## config.mk

```make
export PLATFORM = sky130hd
export DESIGN_NAME = adam_periph_spi_target
export DESIGN_NICKNAME = d
export VERILOG_FILES = /design/src/rtl/adam_periph_spi_target.sv
export SDC_FILE = /design/constraint.sdc
export NUM_CORES = 1
export LEC_CHECK = 0
export BUFFER_PORTS_ARGS = -buffer_cell sky130_fd_sc_hd__buf_2
export CAP_MARGIN = 25
export CORE_MARGIN = 1.5
export CORE_UTILIZATION = 45
export DETAILED_ROUTE_END_ITERATION = 10
export PLACE_DENSITY = 0.67
export SETUP_SLACK_MARGIN = 0.2
export SLEW_MARGIN = 10
export SYNTH_ARGS = -nofsm -noshare
export SYNTH_HDL_FRONTEND = slang
export SYNTH_SLANG_ARGS = --single-unit
```

## constraint.sdc

```tcl
create_clock -name clk_i -period 4.75 [get_ports clk_i]
set_input_delay 0 -clock clk_i [delete_from_list [all_inputs] [get_ports clk_i]]
set_output_delay 0 -clock clk_i [all_outputs]
set_load 0.02 [all_outputs]
```

## src/rtl/adam_periph_spi_target.sv

```systemverilog
// SPI target that exposes a byte-wide register file; command byte = {read, addr[6:0]}.
// Build option: define ADAM_SPI_TARGET_AUTOINC_EN to step the address after every data byte.
module adam_periph_spi_target #(
    parameter int NO_REGS = 16,
    localparam int AW = (NO_REGS > 1) ? $clog2(NO_REGS) : 1
) (
    input  logic                 clk_i,
    input  logic                 rst_ni,
    input  logic                 clock_phase_i,
    input  logic                 clock_polarity_i,
    input  logic                 data_order_i,
    input  logic                 sclk_i,
    output logic                 sclk_o,
    output logic                 sclk_mode_o,
    input  logic                 mosi_i,
    output logic                 mosi_o,
    output logic                 mosi_mode_o,
    input  logic                 ss_n_i,
    output logic                 ss_n_o,
    output logic                 ss_n_mode_o,
    output logic                 miso_o,
    output logic                 miso_mode_o,
    input  logic                 loc_wr_valid_i,
    input  logic [AW-1:0]        loc_wr_addr_i,
    input  logic [7:0]           loc_wr_data_i,
    output logic [8*NO_REGS-1:0] regs_o,
    output logic                 spi_wr_valid_o,
    output logic [6:0]           spi_wr_addr_o,
    output logic [7:0]           spi_wr_data_o
);

    typedef enum logic [1:0] {IDLE, CMD, DATA} state_t;

    state_t      state_q, state_d;
    logic [2:0]  sclk_sync_q, ss_sync_q;
    logic [1:0]  mosi_sync_q;
    logic        cpha_q, cpol_q, lsb_q;
    logic [2:0]  bit_cnt_q;
    logic [7:0]  rx_q, tx_q;
    logic        rw_q, miso_q;
    logic [6:0]  addr_q, addr_next, rd_sel;
    logic [7:0]  regs_q [NO_REGS];
    logic        wr_valid_q;
    logic [6:0]  wr_addr_q;
    logic [7:0]  wr_data_q;

    logic        trig, trig_prev, lead_edge, trail_edge, sample_edge, shift_edge;
    logic        ss_fall, ss_rise, active, byte_done, wr_commit, load_read, tx_first;
    logic [7:0]  rx_byte, rd_data, tx_load;
    logic [2:0]  tx_idx;

    assign sclk_o      = 1'b0;
    assign sclk_mode_o = 1'b0;
    assign mosi_o      = 1'b0;
    assign mosi_mode_o = 1'b0;
    assign ss_n_o      = 1'b0;
    assign ss_n_mode_o = 1'b0;

    // Synchronizers are left unreset so a held-low ss_n cannot fake a falling edge after reset.
    always_ff @(posedge clk_i) begin
        sclk_sync_q <= {sclk_sync_q[1:0], sclk_i};
        ss_sync_q   <= {ss_sync_q[1:0], ss_n_i};
        mosi_sync_q <= {mosi_sync_q[0], mosi_i};
    end

    assign trig        = sclk_sync_q[1] ^ cpol_q;
    assign trig_prev   = sclk_sync_q[2] ^ cpol_q;
    assign lead_edge   = trig & ~trig_prev;
    assign trail_edge  = ~trig & trig_prev;
    assign sample_edge = cpha_q ? trail_edge : lead_edge;
    assign shift_edge  = cpha_q ? lead_edge : trail_edge;
    assign ss_fall     = ~ss_sync_q[1] & ss_sync_q[2];
    assign ss_rise     = ss_sync_q[1] & ~ss_sync_q[2];
    assign active      = (state_q != IDLE) & ~ss_rise;
    assign byte_done   = active & sample_edge & (bit_cnt_q == 3'd7);
    assign rx_byte     = lsb_q ? {mosi_sync_q[1], rx_q[7:1]} : {rx_q[6:0], mosi_sync_q[1]};

`ifdef ADAM_SPI_TARGET_AUTOINC_EN
    assign addr_next = addr_q + 7'd1;
`else
    assign addr_next = addr_q;
`endif

    function automatic logic in_range(input logic [6:0] a);
        return {1'b0, a} < 8'(NO_REGS);
    endfunction

    assign wr_commit = byte_done & (state_q == DATA) & ~rw_q & in_range(addr_q);
    assign rd_sel    = (state_q == CMD) ? rx_byte[6:0] : addr_next;
    assign rd_data   = in_range(rd_sel) ? regs_q[rd_sel[AW-1:0]] : 8'h00;
    assign load_read = (state_q == CMD) ? rx_byte[7] : rw_q;
    assign tx_load   = load_read ? rd_data : 8'h00;
    assign tx_first  = lsb_q ? tx_load[0] : tx_load[7];
    assign tx_idx    = lsb_q ? bit_cnt_q : 3'd7 - bit_cnt_q;

    always_ff @(posedge clk_i) begin
        if (!rst_ni) state_q <= IDLE;
        else         state_q <= state_d;
    end

    always_comb begin
        state_d = state_q;
        unique case (state_q)
            IDLE:    if (ss_fall) state_d = CMD;
            CMD:     if (ss_rise) state_d = IDLE; else if (byte_done) state_d = DATA;
            DATA:    if (ss_rise) state_d = IDLE;
            default: state_d = IDLE;
        endcase
    end

    always_comb begin
        miso_mode_o = 1'b0;
        if (state_q != IDLE && !ss_sync_q[1]) miso_mode_o = 1'b1;
    end

    always_ff @(posedge clk_i) begin
        if (!rst_ni) begin
            cpha_q     <= 1'b0;
            cpol_q     <= 1'b0;
            lsb_q      <= 1'b0;
            bit_cnt_q  <= 3'd0;
            rx_q       <= 8'h00;
            tx_q       <= 8'h00;
            rw_q       <= 1'b0;
            addr_q     <= 7'd0;
            miso_q     <= 1'b0;
            wr_valid_q <= 1'b0;
            wr_addr_q  <= 7'd0;
            wr_data_q  <= 8'h00;
        end else begin
            wr_valid_q <= 1'b0;
            if (state_q == IDLE) begin
                cpha_q <= clock_phase_i;
                cpol_q <= clock_polarity_i;
                lsb_q  <= data_order_i;
            end
            if (state_q == IDLE && ss_fall) begin
                bit_cnt_q <= 3'd0;
                tx_q      <= 8'h00;
                miso_q    <= 1'b0;
            end else if (active && sample_edge) begin
                rx_q      <= rx_byte;
                bit_cnt_q <= bit_cnt_q + 3'd1;
                if (bit_cnt_q == 3'd7) begin
                    tx_q <= tx_load;
                    if (!cpha_q) miso_q <= tx_first;
                    if (state_q == CMD) begin
                        rw_q   <= rx_byte[7];
                        addr_q <= rx_byte[6:0];
                    end else begin
                        addr_q <= addr_next;
                    end
                    if (wr_commit) begin
                        wr_valid_q <= 1'b1;
                        wr_addr_q  <= addr_q;
                        wr_data_q  <= rx_byte;
                    end
                end
            end else if (active && shift_edge && (cpha_q || bit_cnt_q != 3'd0)) begin
                // In CPHA=0 the shift edge right after a byte boundary must keep the preloaded bit.
                miso_q <= tx_q[tx_idx];
            end
        end
    end

    always_ff @(posedge clk_i) begin
        if (!rst_ni) begin
            for (int k = 0; k < NO_REGS; k++) regs_q[k] <= 8'h00;
        end else begin
            for (int k = 0; k < NO_REGS; k++) begin
                if (wr_commit && addr_q == 7'(k))
                    regs_q[k] <= rx_byte;
                else if (loc_wr_valid_i && loc_wr_addr_i == AW'(k))
                    regs_q[k] <= loc_wr_data_i;
            end
        end
    end

    for (genvar g = 0; g < NO_REGS; g++) begin : g_regs_flat
        assign regs_o[8*g +: 8] = regs_q[g];
    end

    assign miso_o         = miso_q;
    assign spi_wr_valid_o = wr_valid_q;
    assign spi_wr_addr_o  = wr_addr_q;
    assign spi_wr_data_o  = wr_data_q;

endmodule

```

==> results of run 1 <==
## tightest hold or removal path, cell delays in order
cell and delay, ps:
buf_2 300, nand2_1 150, a21oi_1 40
## sequential cells by signal, summed over array words and instances (netlist names)
register / count
regs_q: 128
cpol_q: 1
rw_q: 1
lsb_q: 1
miso_o: 1
spi_wr_data_o: 8
cpha_q: 1
sclk_sync_q: 3
spi_wr_valid_o: 1
ss_sync_q: 3
rx_q: 8
state_q: 2
bit_cnt_q: 3
mosi_sync_q: 2
addr_next: 7
tx_q: 8
spi_wr_addr_o: 7
## report_power, final
group	switching, mW	internal (mW)	total, mW	leakage, nW
logic	0.273	0.134	0.407	2.31
registers	0.0597	1.80	1.86	1.73
clock network	0.668	0.842	1.51	0.294
total	1.00	2.77	3.77	4.34
## path summary, 6_finish.rpt
path / start / end / slack [ps] / depth (start not counted)
worst min-delay path: rst_ni / state_q[1] / 110 / 3
worst min register to register: mosi_sync_q[0] / mosi_sync_q[1] / 330 / 0
worst max register to register: state_q[0] / tx_q[1] / 1360 / 7
worst max-delay path: state_q[0] / tx_q[1] / 1360 / 7
## logic make-up (layout without fill, tap and decap cells)
kind of cell,Yosys count,after routing,synth area share
AOI/OAI and AO/OA,179,179,0.113
adders and majority gates,3,3,0.00400
other,1,6,0.000400
buffers and inverters,69,225,0.0343
xor gates and xnor gates,5,5,0.00467
DFF,185,185,0.532
muxes,118,118,0.172
and+or+nand+nor,293,293,0.140
## cell usage in the layout (no fill, tap or decap), drive strengths merged, types with 3 or more instances in the layout
master and instances:
xnor2 4, nand3b 3, nor2b 9, clkbuf 17
o211ai 6, mux2 49, edfxtp 128, mux4 28
nand3 29, or2 3, a2bb2oi 6, nor3 7
o22ai 5, a21oi 40, buf 181, and2 4
nor2 59, clkinv 3, nand2b 7, ha 3
dlygate4sd3 6, nand2 143, nand4 7, bufinv 3
and3 7, conb 6, mux2i 41, a211oi 26
clkinvlp 3, inv 12, o21ai 85, dfxtp 57
nor3b 4
## layout make-up
type	count	area, µm²	area share
inverter	7	26.3	0.00237
timing repair buffer	187	1000	0.0903
multi-input combinational	604	4120	0.371
clock buffer	17	425	0.0384
clock inverter	14	191	0.0173
tap	270	338	0.0305
sequential	185	4980	0.450
## per-layer routing
layer,part of all wire,vias to the layer above,track usage
li1,-,3439,-
met1,0.40,3784,0.395
met2,0.47,506,0.448
met3,0.10,65,0.0562
met4,0.027,0,0.0990
met5,0,-,0
## per-stage QoR
stage / utilization / cell area (µm²)
2_1_floorplan: - / 9400
3_3_place_gp: 0.511 / 10400
3_5_place_dp: 0.511 / 10400
4_1_cts: 0.544 / 11100
5_1_grt: 0.544 / 11100
6_report: 0.544 / 11100
==> impl_metrics.ini, run 1 <==
[clock_network]
clock_latency_ps = 440
htree_levels = 4
tritoncts = built
path_clk_slew_ps = 70
cts_buffers = 17
postCtsResizedCells = 0
cts_num_sinks = 185
cts_hold_buf = 6
cts-root-buf = clkbuf_16
post_cts_buffers = 0
ctsLongestPathBuffers = 2

[routing]
routedWlPerCell_um = 24.0
firstDrtPassIters = 5
vias = 7794
first_iter_violations = 830
drc = 0
wirelength_um = 30800
viasPerCell = 6.07
ant_nets = 0

[grt]
grt_pass1_vias = 7315
antenna_found_initial = 0
grt_pass1_wl_um = 45800
grt_max_degree = 51
track_usage = 0.285
grt_overflow = 0

[power]
p_leak_nw = 4.34
vdd_ir_drop_max_mv = 0.226
power_density_nw_per_um2 = 340
finalPower_mw = 3.77

[floorplan]
die_area_um2 = 21700
num_rows = 52
die_w_um = 147
ioPinCount = 173
dieHeight_um = 147
initial_core_util = 0.460
core-area_um2 = 20400

[place]
dpl.hpwl_um = 21700
placed_cells = 1247
gp_congestion = 0.923
place_ws_ps = 1390
io_buffers = 166

[logic_synthesis]
yosys.area.top_type = edfxtp_1
synthTopCellsByArea = edfxtp_1 41%, dfxtp_1 12%, mux4_2 6.7%
synth_edf_count = 128
yosys-top-cells-count = 142 x nand2_1, 128 x edfxtp_1, 85 x o21ai_0, 59 x nor2_1, 57 x dfxtp_1
synth_most_common_cell = nand2_1
yosysWarnings = 0
yosysUniqueCellTypes = 59
ys_async_sr_fraction = 0
syn_area_um2 = 9380
yosysTopAreaCellShare = 0.410
syn_inst = 853
seq_area_frac_synth = 0.532
ys.flop_type = edfxtp_1
synth-seq-cells = 185
avgSynthCellArea_um2 = 11.0

[timing]
max_freq_ghz = 0.295
hold_slack_ps = 109
max_slew.worst_pin.slew_ps = 964
finalCritPeriodShare = 0.714
period_minus_slack_ps = 3390
fin_tns_setup_ps = 0
finalHoldViolCount = 0
finalSetupViolCount = 0
layout_setup_ws_ps = 1360
slew_headroom = 0.354
finClkSkew_ps = 15.4
rsz0062_at_grt = false
slew_viol_final = 0

[layout]
drive_gt1_frac = 0.299
area_delta_synth_final_pct = 18.2
finalNonFillerCells = 1284
diodes = 0
fillers = 1781
nNetsFinal = 1026

[setup_path]
max_stage_delay_ps = 760
arrival_ps = 3710
critPathBufInv = 1
crit_required_ps = 5070
criticalPathCategory = reg2reg
startpoint_type = flip-flop
worst_path_max_delay_cell = mux2i_4
crit_family = multiplexers
end_kind = flip-flop
crit_fanout = 16
cp_cell_sequence = nor2b_1, mux2i_4, buf_4, mux4_2, mux2i_1, a2bb2oi_1, o21ai_0

[run_status]
status = finished, final reports clean

[run]
cap_violations = 0

[worst_hold_path]
hp-class = in2reg
No activity file was read; power rests on OpenSTA's default activity.
==> run 2: changes to the inputs <==
- ABC_AREA: unset -> 1
- PLACE_DENSITY: 0.67 -> 0.69
- clock period: 4.75 -> 2.8 ns (I/O delays scaled with it)
==> run 2 against run 1 <==
  * Maximum frequency up 40%
  * Sequential power rose by 70%
  * Largest cell class unchanged
  * Critical endpoint is now regs_q[1][6]
  * Power up 77%
  * Sequential share of layout area is 1.8 points lower
  * Sequential cell count unchanged
  * Core utilization increased by 0.47 points
  * Highest routed layer unchanged
  * Via count is 20% higher
  * Clock skew fell by 5.3 ps
  * Global-route usage grew 1.5 points
==> impl_metrics.ini, run 2 <==
[layout]
area_delta_synth_final_pct = 19.5
final_common_cell = nand2_1
nNetsFinal = 1332
fillers = 1941
drive_gt1_frac = 0.206
largest_reg_flops = 128
finalNonFillerCells = 1597
final_cell_mix = 269 x nand2_1, 189 x nand3_1, 166 x buf_2
top_register = regs_q

[logic_synthesis]
yosys.area.top_type = edfxtp_1
avgSynthCellArea_um2 = 8.43
syn_inst = 1146
synthTopCellsByArea = edfxtp_1 40%, dfxtp_1 12%, nand2_1 11%
yosysUniqueCellTypes = 39
yosysWarnings = 0
ys.flop_type = edfxtp_1
yosys.area_share.simple = 0.292
synthAdderAreaFrac = 0.00389
syn_area_um2 = 9660
synth_most_common_cell = nand2_1
synth_edf_count = 128
synth.area.mux_share = 0.00104
synth-seq-cells = 185
ys_async_sr_fraction = 0
synthXorXnorAreaFrac = 0.00453
yosys-top-cells-count = 272 x nand2_1, 191 x nand3_1, 152 x o21ai_0, 128 x edfxtp_1, 61 x inv_1
synth_top_family_by_area = simple AND/OR/NAND/NOR gates
seq_area_frac_synth = 0.516
yosysTopAreaCellShare = 0.398
synth_compound_area_frac = 0.119

[timing]
finClkSkew_ps = 10.1
fin_tns_setup_ps = 0
slew_headroom = 0.458
finalHoldViolCount = 0
slew_viol_final = 0
finalCritPeriodShare = 0.864
period_minus_slack_ps = 2420
max_slew.worst_pin.slew_ps = 813
finalSetupViolCount = 0
rsz0062_at_grt = false
max_freq_ghz = 0.413

[floorplan]
core-area_um2 = 21000
die_w_um = 150
initial_core_util = 0.459
dieHeight_um = 150
die_area_um2 = 22400
num_rows = 53
ioPinCount = 173

[setup_path]
startpoint_type = flip-flop
max_stage_delay_ps = 330
critPathLaunch = cpol_q
cp_cell_sequence = xor2_1, nor2_1, nand2_1, o21ai_2, nand2_2, clkinv_2, nand3b_4, nor2_8, nand2_4, nand2_4, nand3_1
end_kind = flip-flop
cp_common_cell = nand2_4
r2r_slack_ps = 380
crit-reg2reg-launch = cpol_q
worst_path_max_delay_cell = dfxtp_1
arrival_ps = 2500
crit_fanout = 17
crit_required_ps = 2880
criticalPathCategory = reg2reg

[power]
vdd_ir_drop_max_mv = 0.459
p_leak_nw = 4.72
power_density_nw_per_um2 = 579

[run]
cap_violations = 0

[worst_hold_path]
hp-start = loc_wr_data_i[7]
hp-class = in2reg

[clock_network]
ctsLongestPathBuffers = 2
cts-root-buf = clkbuf_16
tritoncts = built
cts_num_sinks = 185
cts_buffers = 17
path_clk_slew_ps = 70
htree_levels = 4
clock_latency_ps = 440

[run_status]
status = finished, final reports clean

[routing]
vias = 9386
drc = 0
routedWlPerCell_um = 21.0
ant_nets = 0
wirelength_um = 33500
firstDrtPassIters = 7
first_iter_violations = 1427
viasPerCell = 5.88

[grt]
track_usage = 0.300
grt_max_degree = 59
antenna_found_initial = 1
grt_pass1_wl_um = 49300
grt_pass1_vias = 8327
grt_overflow = 0

[place]
placed_cells = 1551
io_buffers = 166
gp_congestion = 0.907
dpl.hpwl_um = 24100
## run 2: cell count changes after synthesis, sizes merged, moves of 22 or more
cell,previous run,this run
nand3,29,197
nand2,143,288
o21ai,85,161
inv,7,61
mux2,49,0
mux2i,41,1
mux4,28,0
a211oi,26,4
## run 2: final timing paths
path	end	cells past startpoint
worst min-delay path	regs_q[13][7]	3
worst max register to register	regs_q[1][6]	11
worst min register to register	ss_sync_q[1]	0
worst max-delay path	regs_q[1][6]	11
## run 2: kinds of logic after synthesis
logic type	Yosys count
AOI/OAI and AO/OA	220
xor gates and xnor gates	5
adders and majority gates	3
buffers and inverters	137
DFF	185
muxes	1
other	1
and+or+nand+nor	594
## run 2: power breakdown
group,internal (mW),switching (mW)
clock,1.55,1.05
combinational,0.254,0.671
sequential,3.06,0.0993
## run 2: metal layers
layer  share of wire  vias up  wire length [µm]  track usage
met5               0        -                 0            0
met4           0.046        0              1550        0.149
met3            0.12      106              4090       0.0677
met2            0.43      695             14400        0.439
met1            0.40     4298             13500        0.418
li1                -     4287                 -            -
## run 2: cell type report
class                   count  area [µm²]  area share
diodes                      1        2.50    0.000217
clock buffers              29         601      0.0520
clock inverters             3        42.5     0.00369
inverters                  64         241      0.0209
multi-input cells         829        4100       0.355
flip-flops and latches    185        4980       0.432
well taps                 275         344      0.0298
repair buffers            211        1230       0.106
## run 2: repair_timing
item / in CTS / in global routing
endpoints found under the hold margin: 28 / 0
buffers inserted: 0 / 0
hold buffers: 13 / 0
endpoints found under the setup margin: 0 / 24
gates resized for setup: 0 / 3
## run 2: metrics by stage
stage / utilization / total power [mW] / hold slack, ps / setup slack, ps / instance area (µm²)
6_report: 0.549 / 6.68 / 17.6 / 380 / 11500
5_1_grt: 0.549 / 6.86 / 23.7 / 202 / 11500
4_1_cts: 0.548 / 6.66 / 10.3 / 359 / 11500
3_5_place_dp: 0.512 / 4.10 / 104 / 373 / 10800
3_3_place_gp: 0.512 / 4.09 / 104 / 421 / 10800
2_1_floorplan: - / 3.74 / 27.7 / 590 / 9680
## run 2: worst max-delay path: cells and delay by family (launching register included)
family          cells  cell delay (ps)
compound gates      1               60
xor+xnor            1              170
buf+inv             1               70
flops               1              330
simple gates        8             1410
